File: src/rtl/display_string_reader.sv
// Streams a NUL-terminated string from data memory to the text renderer, one
// character per valid/ready handshake, and shows the delivered count on a 7-segment display.
module display_string_reader #(
    parameter logic [31:0] BASE_ADDR = 32'h0000_0040,
    parameter int          NUM_WORDS = 8
) (
    input  logic        i_clk,
    input  logic        i_reset,
    input  logic        i_mostrarLetra,
    output logic [31:0] o_memAddr,
    output logic        o_memRdEn,
    input  logic [31:0] i_memRdata,
    output logic [7:0]  o_charData,
    output logic        o_charValid,
    input  logic        i_charReady,
    output logic        o_busy,
    output logic        o_done,
    output logic [6:0]  o_segments
);
    typedef enum logic [2:0] {IDLE, FETCH, WAIT, EMIT, DONE} state_t;

    localparam logic [7:0] LAST_WORD = 8'(NUM_WORDS - 1);

    state_t      r_state;
    logic        r_startPrev;
    logic [7:0]  r_wordIdx;
    logic [1:0]  r_byteIdx;
    logic [3:0]  r_charCount;
    logic [31:0] r_wordReg;

    logic        w_start;
    logic [1:0]  w_nextByteIdx;
    logic [7:0]  w_firstByte;
    logic [7:0]  w_nextByte;
    logic [7:0]  w_nextWordIdx;
    logic [31:0] w_nextWordAddr;

    assign w_start        = i_mostrarLetra & ~r_startPrev;
    assign w_nextByteIdx  = r_byteIdx + 2'd1;
    assign w_firstByte    = i_memRdata[7:0];
    assign w_nextByte     = r_wordReg[{w_nextByteIdx, 3'b000} +: 8];
    assign w_nextWordIdx  = r_wordIdx + 8'd1;
    assign w_nextWordAddr = BASE_ADDR + {22'd0, w_nextWordIdx, 2'b00};

    // Outputs are registered one step ahead: each transition sets what the next state presents.
    always_ff @(posedge i_clk or posedge i_reset) begin
        if (i_reset) begin
            r_state     <= IDLE;
            r_startPrev <= 1'b1;
            r_wordIdx   <= 8'd0;
            r_byteIdx   <= 2'd0;
            r_charCount <= 4'd0;
            r_wordReg   <= 32'd0;
            o_memAddr   <= BASE_ADDR;
            o_memRdEn   <= 1'b0;
            o_charData  <= 8'd0;
            o_charValid <= 1'b0;
            o_busy      <= 1'b0;
            o_done      <= 1'b0;
        end else begin
            r_startPrev <= i_mostrarLetra;
            o_done      <= 1'b0;
            o_memRdEn   <= 1'b0;
            o_memAddr   <= BASE_ADDR;
            case (r_state)
                IDLE: begin
                    if (w_start) begin
                        r_wordIdx   <= 8'd0;
                        r_byteIdx   <= 2'd0;
                        r_charCount <= 4'd0;
                        o_memRdEn   <= 1'b1;
                        o_busy      <= 1'b1;
                        r_state     <= FETCH;
                    end
                end
                FETCH: r_state <= WAIT;
                WAIT: begin
                    r_wordReg   <= i_memRdata;
                    o_charValid <= (w_firstByte != 8'h00);
                    o_charData  <= w_firstByte;
                    r_state     <= EMIT;
                end
                EMIT: begin
                    if (!o_charValid) begin
                        o_done  <= 1'b1;
                        r_state <= DONE;
                    end else if (i_charReady) begin
                        r_charCount <= r_charCount + 4'd1;
                        if (r_byteIdx != 2'd3) begin
                            r_byteIdx   <= w_nextByteIdx;
                            o_charValid <= (w_nextByte != 8'h00);
                            o_charData  <= w_nextByte;
                        end else if (r_wordIdx < LAST_WORD) begin
                            r_byteIdx   <= 2'd0;
                            r_wordIdx   <= w_nextWordIdx;
                            o_charValid <= 1'b0;
                            o_charData  <= 8'd0;
                            o_memRdEn   <= 1'b1;
                            o_memAddr   <= w_nextWordAddr;
                            r_state     <= FETCH;
                        end else begin
                            o_charValid <= 1'b0;
                            o_charData  <= 8'd0;
                            o_done      <= 1'b1;
                            r_state     <= DONE;
                        end
                    end
                end
                DONE: begin
                    o_busy  <= 1'b0;
                    r_state <= IDLE;
                end
                default: r_state <= IDLE;
            endcase
        end
    end

    // Active-low hex digit, bit order gfedcba.
    always_comb begin
        o_segments = 7'b1111111;
        case (r_charCount)
            4'h0: o_segments = 7'b1000000;
            4'h1: o_segments = 7'b1111001;
            4'h2: o_segments = 7'b0100100;
            4'h3: o_segments = 7'b0110000;
            4'h4: o_segments = 7'b0011001;
            4'h5: o_segments = 7'b0010010;
            4'h6: o_segments = 7'b0000010;
            4'h7: o_segments = 7'b1111000;
            4'h8: o_segments = 7'b0000000;
            4'h9: o_segments = 7'b0010000;
            4'hA: o_segments = 7'b0001000;
            4'hB: o_segments = 7'b0000011;
            4'hC: o_segments = 7'b1000110;
            4'hD: o_segments = 7'b0100001;
            4'hE: o_segments = 7'b0000110;
            4'hF: o_segments = 7'b0001110;
            default: o_segments = 7'b1111111;
        endcase
    end
endmodule

File: config.mk
export PLATFORM = sky130hd
export DESIGN_NAME = display_string_reader
export DESIGN_NICKNAME = d
export VERILOG_FILES = /design/src/rtl/display_string_reader.sv
export SDC_FILE = /design/constraint.sdc
export NUM_CORES = 1
export LEC_CHECK = 0
export ABC_CLOCK_PERIOD_IN_PS = 7040
export BUFFER_PORTS_ARGS = -buffer_cell sky130_fd_sc_hd__buf_2
export CORE_MARGIN = 8
export CORE_UTILIZATION = 25
export CTS_BUF_LIST = sky130_fd_sc_hd__clkbuf_2 sky130_fd_sc_hd__clkbuf_4 sky130_fd_sc_hd__clkbuf_8
export DETAILED_ROUTE_END_ITERATION = 7
export GPL_TIMING_DRIVEN = 1
export MAX_ROUTING_LAYER = met4
export PLACE_DENSITY = 0.55
export SETUP_SLACK_MARGIN = 0.2
export SYNTH_ARGS = -nofsm -noshare
export SYNTH_HDL_FRONTEND = slang
export SYNTH_SLANG_ARGS = --single-unit
export TNS_END_PERCENT = 100
File: constraint.sdc
create_clock -name i_clk -period 7.04 [get_ports i_clk]
set_clock_uncertainty 0.1 [all_clocks]
set_input_delay 1.76 -clock i_clk [delete_from_list [all_inputs] [get_ports i_clk]]
set_output_delay 1.76 -clock i_clk [all_outputs]
set_load 0.01 [all_outputs]
==> impl_metrics.tcl, run 1 <==
set metrics [dict create \
    mappedNetlistArea_um2 3450 \
    coreArea_um2 13700 \
    grt-ovfl-total 0 \
    critPathSlowestCell "dfrtp_1" \
    synth_edf_count 0 \
    powerDensity_nw_per_um2 438 \
    root_buffer "clkbuf_8" \
    cp_cell_sequence "inv_1 -> ha_1 -> inv_1 -> mux4_2 -> buf_2" \
    detailed_place.area_um2 3870 \
    stdcell_count 540 \
    n_antenna_cell 0 \
    synth_top_area_share_pct 50.1 \
    finalInstanceArea_um2 4040 \
    grt_pass1_wl_mm 12.9 \
    r2r_end "o_charValid$_DFFE_PP0P_" \
    io_buffer_count 63 \
    arrival_ns 1.94 \
    leakage_nw 1.82 \
    rsz0062_at_grt "no" \
    regToRegStartpoint "r_byteIdx[0]$_DFFE_PP0P_" \
    clockBufferDepth 2 \
    drc 0 \
    required_ns 5.18 \
    critPathLaunch "r_charCount[0]$_DFFE_PP0P_" \
    routed_wl_mm 7.95 \
    insertion_delay_ns 0.35 \
    final_util_pct 29.5 \
    ys_ff_latch 71 \
    r2r_cells 5 \
    status "completed" \
    die_h_um 133 \
    avgSynthCellArea_um2 11.9 \
    vdd_ir_drop_max_uv 207 \
    crit_path_end_kind "primary output" \
    worst_pin_slew_ns 0.910 \
    ctsHoldBuffers 0 \
    dpl_worst_slack_ns 3.58 \
    cts_buffers 9 \
    start_util_pct 25.2 \
    synthCells 291 \
    seq_area_frac_synth_pct 51.6 \
    gp_congestion 0.770 \
    dp.final_hpwl_mm 5.86 \
    grt_util_met2_pct 13.3 \
    hold_viol 0 \
    first_pass_iters 4 \
    crit_end "o_segments[3]" \
    fmax_mhz 263 \
    use_met1_pct 11.8 \
    synthArstFlopShare_pct 100 \
    drtIter0Drc 69 \
    vias 2396 \
    maxCapViolations 0 \
    synth_warnings 0 \
    ctsHtreeMaxLevel 3 \
    cts_tree "yes" \
    ys_types 45 \
    grt_pass1_vias 2520 \
    yosysTopAreaCell "dfrtp_1" \
    ys_top_cells_by_count "dfrtp_1, mux2_2, nor2_1, buf_4, a21oi_1" \
    worstHoldPathType "flip-flop to flip-flop" \
    num_io_pins 87 \
    whs_ns 0.405 \
    dpl.cell_count 524 \
    detail-route-antenna-nets 0 \
    grt-busiest-layer "met2" \
    die-area_um2 17800 \
    criticalPathCategory "flip-flop to primary output" \
    grt_use_met3_pct 3.39 \
    crit_fanout 7 \
    r2r_slack_ns 4.33 \
    clkTransAtPathRegs_ns 0.07 \
    yosysMostFrequentCell "dfrtp_1" \
    slowest_delay_ns 0.44 \
    period_needed_ns 3.80 \
    critPathLaunchType "flip-flop" \
    track_usage_pct 9.31 \
    worst_slack_ns 3.24 \
    nets 399 \
    slew_violations 0 \
    period_share_pct 53.9 \
    cts_resized 0 \
    grt_max_degree 72 \
    fp-row-count 43 \
    antenna_found_initial 0 \
    crit_top_cell "inv_1" \
    ys_top_cells_by_area "dfrtp_1, mux2_2, mux4_2, buf_4, nor2_1" \
    drive_above_1_share_pct 36.4 \
    ys.flop_type "dfrtp_1" \
    via_per_inst 4.44 \
    post_drt_wl_per_cell_um 14.7 \
    finalPower_mw 1.77 \
    post_cts_buffers 0 \
    fp.dieW_um 133 \
    setup_viol 0 \
    timing.setup.tns_ns 0 \
    area_growth_pct 17.0 \
    max_slew_margin_pct 39.3 \
    cts_num_sinks 71 \
]
-- layer usage --
layer / routed length, um / vias to the layer above
met5: 0 / -
met4: 99 / 0
met3: 602 / 10
met2: 3500 / 85
met1: 3740 / 1191
li1: - / 1110
-- sequential cells by signal, indices dropped and copies added (netlist names) --
signal / cells
o_busy: 1
r_wordIdx: 8
r_startPrev: 1
r_byteIdx: 2
r_state: 3
o_memAddr: 9
o_memRdEn: 1
o_charData: 8
o_done: 1
r_charCount: 4
r_wordReg: 32
o_charValid: 1
-- area by class of cell --
class	count	area, um2
Timing Repair Buffer	65	330
Clock buffer	11	139
Fill cell	1436	9630
Multi-Input combinational cell	202	1510
Tap cell	180	225
Sequential cell	71	1780
Inverter	6	22.5
Clock inverter	5	27.5
-- worst max-delay path, delay by kind of cell, from the launching register on --
| kind | cells | cell delay (ns) |
|---|---|---|
| flops | 1 | 0.44 |
| fa+ha+maj | 1 | 0.34 |
| buf+inv | 3 | 0.37 |
| mux | 1 | 0.44 |
-- power by group --
group / internal (mW) / switching [mW]
registers: 0.565 / 0.122
clock network: 0.133 / 0.150
logic: 0.398 / 0.400
total: 1.10 / 0.672
-- cells by family (layout without fill, tap and decap cells) --
logic type / Yosys count / count (layout) / share of synthesized area (%)
simple gates: 72 / 72 / 10.4
fa+ha+maj: 8 / 8 / 2.90
other cells: 2 / 28 / 0.218
flops: 71 / 71 / 51.6
mux: 46 / 46 / 17.8
buf+inv: 44 / 87 / 7.62
compound gates: 47 / 47 / 9.14
xor+xnor: 1 / 1 / 0.254
-- worst min-delay path by stage --
stage	slack [ns]	startpoint	end	cells after the start
2_1_floorplan	0.37	r_wordIdx[7]$_DFFE_PP0P_	r_wordIdx[7]$_DFFE_PP0P_	1
3_3_place_gp	0.39	r_wordReg[1]$_DFFE_PP0P_	r_wordReg[1]$_DFFE_PP0P_	1
3_5_place_dp	0.39	r_wordReg[0]$_DFFE_PP0P_	r_wordReg[0]$_DFFE_PP0P_	1
4_1_cts	0.41	r_wordReg[0]$_DFFE_PP0P_	r_wordReg[0]$_DFFE_PP0P_	1
5_1_grt	0.42	r_wordReg[16]$_DFFE_PP0P_	r_wordReg[16]$_DFFE_PP0P_	1
6_report	0.41	r_wordIdx[6]$_DFFE_PP0P_	r_wordIdx[6]$_DFFE_PP0P_	1
-- cells in the final DEF (no fill, tap or decap), types with 2 or more instances in the layout --
cell type and instances:
a22oi_1 8, and3_1 2, a31oi_1 2, dfrtp_1 69, clkbuf_4 2, ha_1 8
mux2_2 34, nor2b_1 6, a21oi_1 15, nor2_1 29, a22o_1 3, mux2i_1 3
nor4_1 5, nor3_1 3, clkinv_2 4, clkbuf_8 9, buf_4 2, mux4_2 9
o31ai_1 3, nand3_1 5, o21a_1 2, conb_1 28, o21ai_0 5, inv_1 5
nand2_1 12, and2_1 2, dfstp_2 2, buf_2 63
Note: power is estimated with default switching activity, not from simulation.
==> run 2: changes to the inputs <==
ABC_CLOCK_PERIOD_IN_PS = 3550   (was 7040)
clock period = 3.55 ns   (was 7.04 ns; I/O delays follow)
==> impl_metrics.tcl, run 2 (synthesized netlist as in run 1, its figures left out) <==
set metrics [dict create \
    status "completed" \
    seq_area_um2 1780 \
    post_drt_wl_per_cell_um 14.8 \
    critPathLaunchType "flip-flop" \
    hold_depth 1 \
    dpl.cell_count 524 \
    coreArea_um2 13700 \
    worstHoldPathType "flip-flop to flip-flop" \
    gp_congestion 0.769 \
    start_util_pct 25.2 \
    maxCapViolations 0 \
    post_cts_buffers 0 \
    critPathSlowestCell "dfrtp_1" \
    r2r_cells 5 \
    worst_slack_ns 0.634 \
    dp.final_hpwl_mm 5.93 \
    clockBufferDepth 2 \
    routed_wl_mm 8.01 \
    insertion_delay_ns 0.35 \
    timing.setup.tns_ns 0 \
    dpl_worst_slack_ns 0.903 \
    die_h_um 133 \
    max_slew_margin_pct 47.3 \
    die-area_um2 17800 \
    drive_above_1_share_pct 36.4 \
    cts_buffers 9 \
    arrival_ns 1.93 \
    clkTransAtPathRegs_ns 0.07 \
    fp.dieW_um 133 \
    worst_pin_slew_ns 0.788 \
    num_io_pins 87 \
    slowest_delay_ns 0.44 \
    crit_path_end_kind "primary output" \
    stdcell_count 540 \
    largest_reg_flops 32 \
    final_util_pct 29.9 \
    top_regs "r_wordReg (32), o_memAddr (9)" \
    first_pass_iters 4 \
    root_buffer "clkbuf_8" \
    powerDensity_nw_per_um2 886 \
    cts_tree "yes" \
    io_buffer_count 63 \
    criticalPathCategory "flip-flop to primary output" \
    antenna_found_initial 0 \
    via_per_inst 4.40 \
    fillers 1453 \
    drtIter0Drc 102 \
    grt-ovfl-total 0 \
    detail-route-antenna-nets 0 \
    largest_register "r_wordReg" \
    required_ns 2.56 \
    crit_fanout 7 \
    grt_pass1_vias 2503 \
    vdd_ir_drop_max_uv 444 \
    slew_violations 0 \
    fmax_mhz 343 \
    setup_viol 0 \
    cts_resized 0 \
    ctsHoldBuffers 0 \
    track_usage_pct 9.53 \
    area_growth_pct 18.6 \
    cp_top_family "simple AND/OR/NAND/NOR gates" \
    drc 0 \
    multi_input_area_um2 1510 \
    layout_commonest_cell "dfrtp_1" \
    grt_pass1_wl_mm 13.0 \
    period_needed_ns 2.92 \
    vias 2375 \
    n_antenna_cell 0 \
    rsz0062_at_grt "no" \
    grt_max_degree 41 \
    cp_cell_sequence "inv_1 -> ha_1 -> nor2_1 -> or3b_2 -> o21ai_0 -> buf_2" \
    crit_buf_inv 2 \
    fp-row-count 43 \
    period_share_pct 82.1 \
    cp_num_cells 6 \
    layout_common_cells "dfrtp_1, buf_2, mux2_2, nor2_1, conb_1" \
    hold_viol 0 \
    ctsHtreeMaxLevel 3 \
    leakage_nw 1.84 \
    cts_num_sinks 71 \
    nets 399 \
]
## run 2: cell types whose count changed in the layout (fill, tap and decap cells not counted), sizes merged
cell | previous run | this run
clkinv | 4 | 1
bufinv | 0 | 1
clkbuf | 11 | 13
## run 2: power by group
part / internal (mW) / switching [mW] / total [mW]
sequential: 1.12 / 0.253 / 1.37
clock: 0.378 / 0.298 / 0.676
combinational: 0.789 / 0.785 / 1.57
## run 2: final cells by class
type                            instances  share of cell area (%)
Sequential cell                        71                    43.5
Multi-Input combinational cell        202                    37.0
Clock buffer                           13                    4.07
Inverter                                6                   0.551
Timing Repair Buffer                   65                    8.38
Clock inverter                          3                    1.04
Tap cell                              180                    5.51
## run 2: metal layers
metal	routed length [um]	track usage, %	vias to the layer above
li1	-	-	1121
met1	3740	12.2	1157
met2	3550	13.5	89
met3	617	3.65	8
met4	97	3.18	0
met5	0	-	-
## run 2: path summary, 6_finish.rpt
kind	start	end	slack (ns)
max in group asynchronous	i_reset	o_memAddr[6]$_DFF_PP1_	2.10
min reg2reg	r_wordIdx[7]$_DFFE_PP0P_	r_wordIdx[7]$_DFFE_PP0P_	0.41
min in group asynchronous	i_reset	r_wordReg[15]$_DFFE_PP0P_	0.54
max reg2reg	r_byteIdx[0]$_DFFE_PP0P_	o_charValid$_DFFE_PP0P_	0.93
min	r_wordIdx[7]$_DFFE_PP0P_	r_wordIdx[7]$_DFFE_PP0P_	0.41
max	r_charCount[0]$_DFFE_PP0P_	o_segments[0]	0.63
## run 2: metrics by stage
| stage | hold slack, ns | power (mW) | cell area (um2) |
|---|---|---|---|
| 2_1_floorplan | 0.365 | 2.56 | 3550 |
| 6_report | 0.407 | 3.62 | 4090 |
| 3_5_place_dp | 0.391 | 2.98 | 3880 |
| 5_1_grt | 0.433 | 3.91 | 4090 |
| 4_1_cts | 0.408 | 3.68 | 4090 |
| 3_3_place_gp | 0.384 | 2.95 | 3880 |
## run 2: worst reg2reg max path, stage by stage, from the launching register on
cell and delay [ns]:
dfrtp_1 0.55, ha_1 0.70, mux4_2 0.59, nor4_1 0.32, nand3_1 0.12, o2111a_1 0.13
